$ cat config.mk
export PLATFORM = sky130hd
export DESIGN_NAME = mem_port_arbiter
export DESIGN_NICKNAME = d
export VERILOG_FILES = /design/src/rtl/mem_arb_pkg.sv /design/src/rtl/arb_starve_ctr.sv /design/src/rtl/mem_port_arbiter.sv
export SDC_FILE = /design/constraint.sdc
export NUM_CORES = 1
export LEC_CHECK = 0
export CAP_MARGIN = 40
export CELL_PAD_IN_SITES_DETAIL_PLACEMENT = 1
export CELL_PAD_IN_SITES_GLOBAL_PLACEMENT = 1
export CORE_MARGIN = 2
export CORE_UTILIZATION = 21
export CTS_CLUSTER_SIZE = 40
export DETAILED_ROUTE_END_ITERATION = 12
export MAX_ROUTING_LAYER = met4
export PLACE_DENSITY_LB_ADDON = 0.3
export SYNTH_ARGS = -nofsm -noshare
export SYNTH_HDL_FRONTEND = slang
export SYNTH_SLANG_ARGS = --single-unit
$ cat constraint.sdc
create_clock -name clk -period 2.05 [get_ports clk]
set_clock_uncertainty 0.2 [all_clocks]
set_input_delay 0.205 -clock clk [delete_from_list [all_inputs] [get_ports clk]]
set_output_delay 0.205 -clock clk [all_outputs]
set_load 0.02 [all_outputs]
$ cat src/rtl/mem_arb_pkg.sv
// rtl/mem_arb_pkg.sv - shared types for the IF/D memory port arbiter
package mem_arb_pkg;
  localparam int MEM_XLEN = 32;

  typedef enum logic [1:0] {IDLE, REQ, WAIT, RESP} arb_state_e;
  typedef enum logic {OWN_IF, OWN_D} owner_e;

  typedef struct packed {
    logic                we;
    logic [MEM_XLEN-1:0] addr;
    logic [MEM_XLEN-1:0] wdata;
    logic [3:0]          be;
  } mem_req_t;
endpackage

$ cat src/rtl/arb_starve_ctr.sv
// rtl/arb_starve_ctr.sv - saturating count of D grants taken while IF waits
module arb_starve_ctr
  import mem_arb_pkg::*;
#(
  parameter int STARVE_LIMIT = 4
) (
  input  logic clk,
  input  logic reset,
  input  logic if_req,
  input  logic if_gnt,
  input  logic d_gnt,
  output logic force_if
);
  localparam int CW = $clog2(STARVE_LIMIT + 1);
  localparam logic [CW-1:0] LIMIT = CW'(STARVE_LIMIT);

  logic [CW-1:0] count;

  always_ff @(posedge clk) begin
    if (reset) begin
      count <= '0;
    end else if (!if_req || if_gnt) begin
      count <= '0;
    end else if (d_gnt && (count != LIMIT)) begin
      count <= count + 1'b1;
    end
  end

  assign force_if = (count == LIMIT);
endmodule

$ cat src/rtl/mem_port_arbiter.sv
// rtl/mem_port_arbiter.sv - one-outstanding arbiter sharing a memory port between IF and D
// Optional IF starvation guard enabled by defining ARB_STARVE_GUARD_EN.
module mem_port_arbiter
  import mem_arb_pkg::*;
#(
  parameter int XLEN         = 32,
  parameter int STARVE_LIMIT = 4
) (
  input  logic            clk,
  input  logic            reset,
  input  logic            if_req,
  input  logic [XLEN-1:0] if_addr,
  output logic            if_gnt,
  output logic            if_rvalid,
  output logic [XLEN-1:0] if_rdata,
  output logic            if_stall,
  input  logic            d_req,
  input  logic            d_we,
  input  logic [XLEN-1:0] d_addr,
  input  logic [XLEN-1:0] d_wdata,
  input  logic [3:0]      d_be,
  output logic            d_gnt,
  output logic            d_rvalid,
  output logic [XLEN-1:0] d_rdata,
  output logic            d_stall,
  output logic            mem_req,
  output logic            mem_we,
  output logic [XLEN-1:0] mem_addr,
  output logic [XLEN-1:0] mem_wdata,
  output logic [3:0]      mem_be,
  input  logic            mem_ready,
  input  logic            mem_rvalid,
  input  logic [XLEN-1:0] mem_rdata,
  output logic            busy
);
  arb_state_e state, state_next;
  owner_e     owner, owner_next;
  mem_req_t   sel;
  logic       force_if;
  logic       accept;
  logic       resp;

`ifdef ARB_STARVE_GUARD_EN
  arb_starve_ctr #(.STARVE_LIMIT(STARVE_LIMIT)) u_starve (
    .clk      (clk),
    .reset    (reset),
    .if_req   (if_req),
    .if_gnt   (if_gnt),
    .d_gnt    (d_gnt),
    .force_if (force_if)
  );
`else
  // Strict D priority; the limit only matters when the guard is built in.
  assign force_if = (STARVE_LIMIT < 0);
`endif

  always_comb begin
    state_next = state;
    owner_next = owner;
    unique case (state)
      IDLE: begin
        if (d_req || if_req) begin
          state_next = REQ;
          owner_next = (d_req && !(if_req && force_if)) ? OWN_D : OWN_IF;
        end
      end
      REQ:     if (mem_ready) state_next = WAIT;
      WAIT:    if (mem_rvalid) state_next = RESP;
      RESP:    state_next = IDLE;
      default: state_next = IDLE;
    endcase
  end

  always_ff @(posedge clk) begin
    if (reset) begin
      state    <= IDLE;
      owner    <= OWN_D;
      if_rdata <= '0;
      d_rdata  <= '0;
    end else begin
      state <= state_next;
      owner <= owner_next;
      if ((state == WAIT) && mem_rvalid) begin
        if (owner == OWN_IF) begin
          if_rdata <= mem_rdata;
        end else if (!d_we) begin
          d_rdata <= mem_rdata;
        end
      end
    end
  end

  // Request fields come straight from the owner's held inputs, zero outside REQ.
  always_comb begin
    sel = '0;
    if (state == REQ) begin
      if (owner == OWN_D) begin
        sel.we    = d_we;
        sel.addr  = d_addr;
        sel.wdata = d_wdata;
        sel.be    = d_be;
      end else begin
        sel.addr = if_addr;
      end
    end
  end

  assign mem_req   = (state == REQ);
  assign mem_we    = sel.we;
  assign mem_addr  = sel.addr;
  assign mem_wdata = sel.wdata;
  assign mem_be    = sel.be;

  assign accept    = (state == REQ) && mem_ready && !reset;
  assign resp      = (state == RESP) && !reset;
  assign if_gnt    = accept && (owner == OWN_IF);
  assign d_gnt     = accept && (owner == OWN_D);
  assign if_rvalid = resp && (owner == OWN_IF);
  assign d_rvalid  = resp && (owner == OWN_D);
  assign if_stall  = if_req && !if_rvalid;
  assign d_stall   = d_req && !d_rvalid;
  assign busy      = (state != IDLE);

  a_rvalid_in_wait: assert property (@(posedge clk) disable iff (reset) mem_rvalid |-> (state == WAIT));
endmodule

==> run summary <==
Area Overhead vs Synth - 96.5%
Syn Area/Cell - 7.79 sq um
# clock sinks - 67
Synth Instances - 428
crit end category - primary output
Slew Limit Fails - 0
filler cell count - 1874
vias in the first global route - 4397
DR top layer - met4
placed cells - 901
Yosys reg bits - 67
IO Pins - 280
max-cap viol count - 0
status - finished, final reports clean
TritonCTS Buffers - 9
GRT Residual Overflow - 0
total wire length - 16500 um
Setup CP Type - flip-flop to primary output
FFs w/ async S/R, synth - 0%
first-pass GRT wire length - 24600 um
CP Data Required Time - 1.64 ns
Rows - 46
Hold Path Cell Cnt - 3
Avg WL per Cell - 17.9 um
Distinct cells, synth - 26
Vias per Instance - 4.44
largest net degree at the start of global routing - 66
register area - 0.00135 sq mm
post-route ant nets - 0
RSZ-0062 raised after global routing - no
fmax - 511 MHz
R2R depth - 7
Period Utilization, post-route - 95.4%
Port-buffer cells - 279
Clock Path Buffers - 2
Post-DP HPWL - 13000 um
worst min path class - input port to flip-flop
fin crit period - 1.96 ns
met1 WL - 5940 um
H-tree depth - 3
post-synth top area share - 40.2%
WHS - 0.134 ns
die area - 0.0169 sq mm
r2r setup slk - 0.17 ns
Final Hold Vio Count - 0
biggest area consumer among synthesized cells - dfxtp_1
pwr/cell area - 886 mW/mm^2
Max IR drop VDD - 0.496 mV
Setup crit start kind - flip-flop
Placer Congestion - 0.884
Max FO, Critical Path - 3
Setup Viol. Count Final - 0
routed wl met3 - 1320 um
Via Count - 4098
sequential-to-total area share from yosys stat - 40.2%
layout cells sized above 1 - 17.5%
WP data arrival - 1.55 ns
TritonCTS clock tree - done
syn_nets - 572
area occupied by multi-input gates - 0.00183 sq mm
relative slew slack - 53.2%
Starting DRT DRC Count - 193
DIE HEIGHT - 130 um
number of flops mapped to enable cells by yosys - 0
commonest non-fill, non-tap cell in the layout - clkdlybuf4s50_1
Die Wd - 130 um
GRT Overall Usage - 19.9%
Main synth FF type - dfxtp_1
hold buffers post-CTS - 0
Core Area - 0.0157 sq mm
Post-layout nets - 846
drt pass-1 iters - 4
non-filler instance count after layout - 924
clock latency on the worst-skew pair - 0.33 ns
Slew @ Worst Pin - 0.703 ns
Ys Warns - 0
P_leak - 2.84 nW
commonest non-fill, non-tap cells in the layout - clkdlybuf4s50_1 (201), nand2_1 (130), a21oi_1 (64), dfxtp_1 (64), buf_2 (39)
initial antenna violation count - 1
Mapped Area - 0.00333 sq mm
Root Buffer - clkbuf_16
Initial Util - 21.2%
synth top area cells - dfxtp_1 (40%), nand2_1 (15%), a21oi_1 (9.6%)
Worst-path clk slew - 0.07 ns
metal2 WL - 8710 um
Post-route DRC - 0
-- cell families after synthesis --
logic type / count (synthesis) / share of synthesized area [%]
buffers and inverters: 42 / 6.34
adders and majority gates: 5 / 1.88
DFF: 67 / 40.2
and+or+nand+nor: 214 / 31.2
AOI/OAI and AO/OA: 68 / 10.7
muxes: 32 / 9.61
-- timing repair --
action / in CTS / in global routing
buffers inserted: 4 / 0
setup endpoints to repair: 73 / 66
cloned: 2 / 0
resized for setup: 217 / 65
-- registers in the layout, summed over array words and instances, names as in the netlist --
register and flops:
d_rdata 32, state 2, if_rdata 32, owner 1
-- metrics by stage --
step | total power [mW] | TNS, ns | utilization (%) | area [sq um] | worst slack, ns
2_1_floorplan | 2.86 | 0 | - | 3330 | 0.132
3_3_place_gp | 4.28 | -2.72 | 40.7 | 6390 | -0.103
3_5_place_dp | 4.32 | -4.92 | 40.7 | 6390 | -0.144
4_1_cts | 5.96 | 0 | 42.9 | 6740 | 0.00120
5_1_grt | 6.10 | 0 | 41.7 | 6550 | 0.00653
6_report | 5.80 | 0 | 41.7 | 6550 | 0.0944
-- cell usage after synthesis (3+ instances only) --
| library cell | n |
|---|---|
| buf_2 | 10 |
| mux2i_1 | 32 |
| and3_1 | 38 |
| ha_1 | 5 |
| buf_4 | 5 |
| a21oi_1 | 64 |
| dfxtp_1 | 67 |
| nor2b_1 | 35 |
| nand2_1 | 130 |
| clkbuf_1 | 20 |
| inv_1 | 4 |
| buf_6 | 3 |
-- per-layer routing --
layer | vias up | GRT usage, %
li1 | 1964 | -
met1 | 1940 | 19.6
met2 | 166 | 36.1
met3 | 28 | 7.13
met4 | 0 | 7.53
met5 | - | -
-- final cells by class --
class	count	area share [%]
antenna	1	0.0382
clock buffer	9	3.44
clock inverter	7	1.26
inverter	4	0.229
multi-input combinational	319	28.0
sequential	67	20.6
tap	216	4.13
timing repair buffer	301	42.4
-- power by group --
group / leakage, nW / switching (mW) / internal, mW
clock: 0.145 / 0.634 / 0.963
sequential: 0.541 / 0.0507 / 1.37
combinational: 2.16 / 1.49 / 1.30
-- worst max-delay path: stages, from the launching register on --
cell	delay [ns]
dfxtp_2	0.34
buf_4	0.14
ha_1	0.20
and3_1	0.21
dlygate4sd2_1	0.32
-- final timing paths --
| kind | end | startpoint |
|---|---|---|
| worst min register to register | d_rdata[8]$_SDFFE_PP0P_ | d_rdata[8]$_SDFFE_PP0P_ |
| worst max register to register | d_rdata[5]$_SDFFE_PP0P_ | state[0]$_SDFFE_PP0P_ |
| worst max-delay path | d_rvalid | state[0]$_SDFFE_PP0P_ |
| worst min-delay path | state[0]$_SDFFE_PP0P_ | reset |
No activity file was read; power rests on OpenSTA's default activity.
